===== config.mk =====
export PLATFORM = sky130hd
export DESIGN_NAME = mmm_modexp_ctrl
export DESIGN_NICKNAME = d
export VERILOG_FILES = /design/src/rtl/mmm_modexp_ctrl.sv
export SDC_FILE = /design/constraint.sdc
export NUM_CORES = 1
export LEC_CHECK = 0
export BUFFER_PORTS_ARGS = -buffer_cell sky130_fd_sc_hd__buf_2
export CAP_MARGIN = 40
export CORE_AREA = 2 2 103 105
export CTS_BUF_LIST = sky130_fd_sc_hd__clkbuf_4 sky130_fd_sc_hd__clkbuf_8
export CTS_CLUSTER_SIZE = 28
export DETAILED_ROUTE_END_ITERATION = 10
export DIE_AREA = 0 0 105 107
export GPL_TIMING_DRIVEN = 0
export PLACE_DENSITY_LB_ADDON = 0.25
export SLEW_MARGIN = 20
export SYNTH_ARGS = -nofsm -noshare
export SYNTH_HDL_FRONTEND = slang
export SYNTH_SLANG_ARGS = --single-unit

===== constraint.sdc =====
create_clock -name clk -period 2.01 [get_ports clk]
set_input_delay 0.1005 -clock clk [delete_from_list [all_inputs] [get_ports clk]]
set_output_delay 0.1005 -clock clk [all_outputs]
set_load 0.005 [all_outputs]

===== src/rtl/mmm_modexp_ctrl.sv =====
// Sequencer for a bit-serial Montgomery multiplier computing base^exponent mod modulus.
// Latency: (WIDTH+4) cycles per multiply, 3+WIDTH+popcount(E) multiplies, plus one DONE cycle.
// Backpressure: none; start is honoured only in IDLE and ignored otherwise.
//
// Ports:
//   clk, rst                 clock (rising edge), asynchronous active-high reset
//   start                    one-cycle request, accepted only when idle
//   base/exponent/modulus    operands P, E, M (M odd, P < M); latched on accept
//   const_r2                 R^2 mod M with R = 2^WIDTH, latched on accept
//   busy, done, result       status; done pulses once, result holds until the next final read
//   mm_ena/mm_clear/mm_ld_a  multiplier control strobes
//   mm_ld_r/mm_lock          multiplier result capture / hold
//   mm_a, mm_b, mm_m, mm_r   multiplier operands, modulus and product
//
// Optional build macro MODEXP_SKIP_LEADING_ZEROS_EN: start the bit loop at the most
// significant set bit of E (and skip it entirely for E=0). Results are unchanged.

module mmm_modexp_ctrl #(
  parameter int WIDTH = 8
) (
  input  logic             clk,
  input  logic             rst,
  input  logic             start,
  input  logic [WIDTH-1:0] base,
  input  logic [WIDTH-1:0] exponent,
  input  logic [WIDTH-1:0] modulus,
  input  logic [WIDTH-1:0] const_r2,
  output logic             busy,
  output logic             done,
  output logic [WIDTH-1:0] result,
  output logic             mm_ena,
  output logic             mm_clear,
  output logic             mm_ld_a,
  output logic             mm_ld_r,
  output logic             mm_lock,
  output logic [WIDTH-1:0] mm_a,
  output logic [WIDTH-1:0] mm_b,
  output logic [WIDTH-1:0] mm_m,
  input  logic [WIDTH-1:0] mm_r
);

  // Counter width for both the iteration counter and the exponent bit index.
  localparam int CW = (WIDTH > 2) ? $clog2(WIDTH) : 1;

  localparam logic [WIDTH-1:0] ONE       = WIDTH'(1);
  localparam logic [CW-1:0]    CNT_TOP   = CW'(WIDTH - 1);

  typedef enum logic [2:0] {
    ST_IDLE,
    ST_TO_MONT_P,
    ST_TO_MONT_X,
    ST_SQR,
    ST_MUL,
    ST_FROM_MONT,
    ST_DONE
  } top_state_e;

  typedef enum logic [2:0] {
    MS_CLR,
    MS_LOAD,
    MS_ITER,
    MS_CAPT,
    MS_RD
  } mul_state_e;

  top_state_e       top_q,    top_d;
  mul_state_e       ms_q,     ms_d;
  logic [CW-1:0]    cnt_q,    cnt_d;
  logic [CW-1:0]    bit_q,    bit_d;
  logic [WIDTH-1:0] base_q,   base_d;
  logic [WIDTH-1:0] exp_q,    exp_d;
  logic [WIDTH-1:0] mod_q,    mod_d;
  logic [WIDTH-1:0] r2_q,     r2_d;
  logic [WIDTH-1:0] pm_q,     pm_d;
  logic [WIDTH-1:0] x_q,      x_d;
  logic [WIDTH-1:0] result_q, result_d;

  logic             in_mult;
  logic [CW-1:0]    bit_init;

`ifdef MODEXP_SKIP_LEADING_ZEROS_EN
  // Index of the highest set bit; 0 when v is zero (the zero case is
  // handled separately by bypassing the bit loop).
  function automatic logic [CW-1:0] msb_index(input logic [WIDTH-1:0] v);
    logic [CW-1:0] idx;
    idx = '0;
    for (int i = 0; i < WIDTH; i++) begin
      if (v[i]) idx = CW'(i);
    end
    return idx;
  endfunction

  assign bit_init = msb_index(exponent);
`else
  assign bit_init = CNT_TOP;
`endif

  // A multiply is in progress in every top state except IDLE and DONE.
  assign in_mult = (top_q != ST_IDLE) && (top_q != ST_DONE);

  // ---------------------------------------------------------------------------
  // State registers
  // ---------------------------------------------------------------------------
  always_ff @(posedge clk or posedge rst) begin
    if (rst) begin
      top_q    <= ST_IDLE;
      ms_q     <= MS_CLR;
      cnt_q    <= '0;
      bit_q    <= '0;
      base_q   <= '0;
      exp_q    <= '0;
      mod_q    <= '0;
      r2_q     <= '0;
      pm_q     <= '0;
      x_q      <= '0;
      result_q <= '0;
    end else begin
      top_q    <= top_d;
      ms_q     <= ms_d;
      cnt_q    <= cnt_d;
      bit_q    <= bit_d;
      base_q   <= base_d;
      exp_q    <= exp_d;
      mod_q    <= mod_d;
      r2_q     <= r2_d;
      pm_q     <= pm_d;
      x_q      <= x_d;
      result_q <= result_d;
    end
  end

  // ---------------------------------------------------------------------------
  // Next-state logic: top-level square-and-multiply walk plus the per-multiply
  // micro-sequence. The top state only advances on the RD step, so operands
  // derived from top_q/x_q/pm_q stay constant for the whole multiply.
  // ---------------------------------------------------------------------------
  always_comb begin
    top_d    = top_q;
    ms_d     = ms_q;
    cnt_d    = cnt_q;
    bit_d    = bit_q;
    base_d   = base_q;
    exp_d    = exp_q;
    mod_d    = mod_q;
    r2_d     = r2_q;
    pm_d     = pm_q;
    x_d      = x_q;
    result_d = result_q;

    case (top_q)
      ST_IDLE: begin
        if (start) begin
          base_d = base;
          exp_d  = exponent;
          mod_d  = modulus;
          r2_d   = const_r2;
          bit_d  = bit_init;
          ms_d   = MS_CLR;
          top_d  = ST_TO_MONT_P;
        end
      end

      ST_DONE: begin
        // start here is deliberately not looked at; a new request has to
        // arrive once the block is back in IDLE.
        top_d = ST_IDLE;
      end

      default: begin
        case (ms_q)
          MS_CLR:  ms_d = MS_LOAD;
          MS_LOAD: begin
            ms_d  = MS_ITER;
            cnt_d = CNT_TOP;
          end
          MS_ITER: begin
            if (cnt_q == '0) ms_d = MS_CAPT;
            else             cnt_d = cnt_q - 1'b1;
          end
          MS_CAPT: ms_d = MS_RD;
          MS_RD: begin
            ms_d = MS_CLR;
            case (top_q)
              ST_TO_MONT_P: begin
                pm_d  = mm_r;
                top_d = ST_TO_MONT_X;
              end
              ST_TO_MONT_X: begin
                x_d   = mm_r;
`ifdef MODEXP_SKIP_LEADING_ZEROS_EN
                top_d = (exp_q == '0) ? ST_FROM_MONT : ST_SQR;
`else
                top_d = ST_SQR;
`endif
              end
              ST_SQR: begin
                x_d = mm_r;
                if (exp_q[bit_q]) begin
                  top_d = ST_MUL;
                end else if (bit_q == '0) begin
                  top_d = ST_FROM_MONT;
                end else begin
                  bit_d = bit_q - 1'b1;
                  top_d = ST_SQR;
                end
              end
              ST_MUL: begin
                x_d = mm_r;
                if (bit_q == '0) begin
                  top_d = ST_FROM_MONT;
                end else begin
                  bit_d = bit_q - 1'b1;
                  top_d = ST_SQR;
                end
              end
              ST_FROM_MONT: begin
                result_d = mm_r;
                top_d    = ST_DONE;
              end
              default: top_d = ST_IDLE;
            endcase
          end
          default: ms_d = MS_CLR;
        endcase
      end
    endcase
  end

  // ---------------------------------------------------------------------------
  // Multiplier strobes, decoded from the micro-state. RD carries no strobe:
  // it is the cycle in which the captured product is read back.
  // ---------------------------------------------------------------------------
  always_comb begin
    mm_ena   = 1'b0;
    mm_clear = 1'b0;
    mm_ld_a  = 1'b0;
    mm_ld_r  = 1'b0;
    mm_lock  = 1'b1;
    if (in_mult) begin
      case (ms_q)
        MS_CLR: begin
          mm_clear = 1'b1;
          mm_ena   = 1'b1;
        end
        MS_LOAD: begin
          mm_ld_a = 1'b1;
          mm_ena  = 1'b1;
        end
        MS_ITER: mm_ena = 1'b1;
        MS_CAPT: begin
          mm_ld_r = 1'b1;
          mm_ena  = 1'b1;
          mm_lock = 1'b0;
        end
        default: ;
      endcase
    end
  end

  // Operand selection per top state; zero outside a multiply.
  always_comb begin
    mm_a = '0;
    mm_b = '0;
    case (top_q)
      ST_TO_MONT_P: begin
        mm_a = base_q;
        mm_b = r2_q;
      end
      ST_TO_MONT_X: begin
        mm_a = ONE;
        mm_b = r2_q;
      end
      ST_SQR: begin
        mm_a = x_q;
        mm_b = x_q;
      end
      ST_MUL: begin
        mm_a = x_q;
        mm_b = pm_q;
      end
      ST_FROM_MONT: begin
        mm_a = x_q;
        mm_b = ONE;
      end
      default: ;
    endcase
  end

  assign mm_m   = mod_q;
  assign busy   = in_mult;
  assign done   = (top_q == ST_DONE);
  assign result = result_q;

endmodule


==> run metrics <==
Syn Inst Count=around 290; Hold Crit Class=primary input to flip-flop; multi-input logic area=1660 sq um; fmax=around 500 MHz; Area Growth Syn to Fin=39.7%; yosys warns=0; FF-to-FF setup slack=around 0.06 ns; CTS max path bufs=2; classification of the worst setup path=flip-flop to flip-flop; Detail Route Antenna Nets=0; Final Hold Slack=0.00887 ns; clk_skew=approximately 0.0076 ns; RSZ-0062 raised after global routing=yes; register area=~1700 sq um; fin cells=565; dpl hpwl=between 5000 and 6000 um; core area=approximately 10000 sq um; pin count of the biggest net entering global routing=50; Nets=about 470; distinct cell type count after synthesis=46; # rows=37; CTS H-tree depth=3; maximum VDD drop=0.608 mV; WL final=between 8000 and 9000 um; CP startpoint=bit_q[0]$_DFFE_PP0P_; reg-to-reg critical path endpoint=bit_q[1]$_DFFE_PP0P_; DRC errors left=0; worst reg2reg path startpoint=bit_q[0]$_DFFE_PP0P_; fillcell total=981; Post-synth EDFFs=0; FF+latch count, synth=68; Pwr Density=roughly 1400 nW/um^2; DR vias/cell=4.82; final setup margin=approximately 0.06 ns; TritonCTS clock tree=done; fin crit share=a little over nine tenths; die span in x=105 um; CP endpoint=bit_q[1]$_DFFE_PP0P_; num ports=82; Worst setup EP type=flip-flop; crit path DAT=approximately 2.2 ns; most frequent cells in the layout=84 x buf_2, 68 x dfrtp_1, 49 x mux2_2; die footprint=about 11000 sq um; via count=between 2k and 3k; dpl ws=-0.189 ns; clk_lat worst skew=roughly 0.36 ns; Main synth FF type=dfrtp_1; most common cell after layout, fill and taps aside=buf_2; Max Fanout on Critical Path=4; final core occ=a little under half; layout cells sized above 1=between 40% and 50%; Antenna Cells=0; Port Buffers=81; Post-Syn Area=3430 sq um; Hold Crit Start=mm_r[4]; Final setup viols=0; clk slew on worst S/H paths=roughly 0.080 ns; Routed WL per cell=~15 um; status=finished clean; Post-synth ARST share=between 90% and 100%; Congestion Overflow GR=0; Net Count, Synth=approximately 330; Initial Utilization=between 30% and 40%; GRT Resource Usage Total=16.3%; crit path launch type=flip-flop; drt first pass iters=4; Pins Over Slew Limit=0; r2r worst-path depth=4; DR iter-0 viols=between 80 and 90; Root Buffer=clkbuf_8; Die Y=~110 um; Least-Margin Pin Slew=around 0.55 ns; Critical Path RT=2.25 ns; max-cap violations=0; Power, Total=roughly 0.007 W; Final min period=1.95 ns; Slew HR=between 60% and 70%; first-pass GRT wire length=14100 um; LEAKAGE=~2.2 nW; antenna violations before repair=0; Post-Place Cells=505; GPL Wtd Cong=0.847; vias in the first global route=2710; syn_area_per_cell=roughly 12 sq um; clk sinks=68; Seq/Total Area, Yosys=between 40% and 50%; Hold Vio Cnt, Final=0; TritonCTS Buffers=9
==> synthesized netlist by cell type, types with 2 or more instances <==
cell type  instances  area, sq um
dfrtp_1           68         1700
mux2_2            49          552
nand2_1           26         97.6
mux2_1            20          225
nor2_1            13         48.8
o21ai_0           13         65.1
a21oi_1           12         60.1
clkbuf_1           8         30.0
inv_1              8         30.0
a22o_1             7         61.3
buf_2              7         35.0
nor2b_1            6         37.5
ha_1               4         50.1
nand2b_1           4         25.0
nand3_1            3         15.0
nor3_1             3         15.0
a22oi_1            2         15.0
mux2i_1            2         20.0
mux4_1             2         52.6
o31ai_1            2         15.0
or2_2              2         12.5
or3_1              2         12.5
==> power by group <==
part | internal, W | switching [W]
Clock | 0.000879 | 0.000564
Sequential | 0.00197 | 0.000397
Combinational | 0.00168 | 0.00142
Total | 0.00453 | 0.00238
==> worst min path at each step <==
stage / endpoint / slack (ns) / cells after the start
6_report: pm_q[4]$_DFFE_PP0P_ / 0.009 / 2
5_1_grt: result[2]$_DFFE_PP0P_ / 0.001 / 2
4_1_cts: pm_q[4]$_DFFE_PP0P_ / 0.001 / 2
3_5_place_dp: result[2]$_DFFE_PP0P_ / 0.08 / 2
3_3_place_gp: mm_m[2]$_DFFE_PP0P_ / 0.32 / 2
2_1_floorplan: base_q[0]$_DFFE_PP0P_ / 0.24 / 1
==> state kept, by name, summed over array words and instances, names as in the netlist <==
signal	flops
base_q	8
exp_q	8
mm_m	8
pm_q	8
r2_q	8
result	8
x_q	8
bit_q	3
cnt_q	3
ms_q	3
top_q	3
==> cell type report <==
class,count,share of cell area (%)
flip-flops and latches,68,35.5
multi-input cells,195,34.6
repair buffers,126,18.1
well taps,136,3.55
clock buffers,11,3.03
plain buffers,16,2.35
clock inverters,5,2.24
inverters,8,0.678
==> repair_timing <==
item                                    in CTS  in global routing
buffers inserted                             5                  3
endpoints found under the setup margin      66                 20
pin swaps                                    2                  2
gates cloned                                 0                  0
endpoints found under the hold margin       59                  0
resized for setup                           17                 23
hold buffers                                36                  0
==> critical path, stage by stage, from the launching register on <==
cell and delay, ns:
dfrtp_1 0.42, mux4_2 0.52, mux2_4 0.31, a22oi_2 0.26, mux2_4 0.32
==> metal layers <==
layer | up-vias | routed length [um] | share of wire [%] | GRT usage [%]
met2 | 69 | 3960 | 46 | 25.6
met3 | 10 | 382 | 4.4 | 3.22
li1 | 1309 | - | - | -
met5 | - | 0 | 0 | 0
met4 | 0 | 147 | 1.7 | 6.86
met1 | 1333 | 4100 | 48 | 21.9
==> kinds of logic after synthesis <==
family / synth area share [%]
mux: 25.2
flops: 49.6
simple gates: 10.4
compound gates: 10.3
buf+inv: 2.88
fa+ha+maj: 1.46
xor+xnor: 0.255
==> metrics by stage <==
stage                TNS, ns  instance area, sq um
finish                     0                  4790
global route         -0.0142                  4790
CTS                 -0.00676                  4740
detailed placement     -6.88                  4040
global placement      -54.09                  4010
floorplan                  0                  3430
Note: power is estimated with default switching activity, not from simulation.
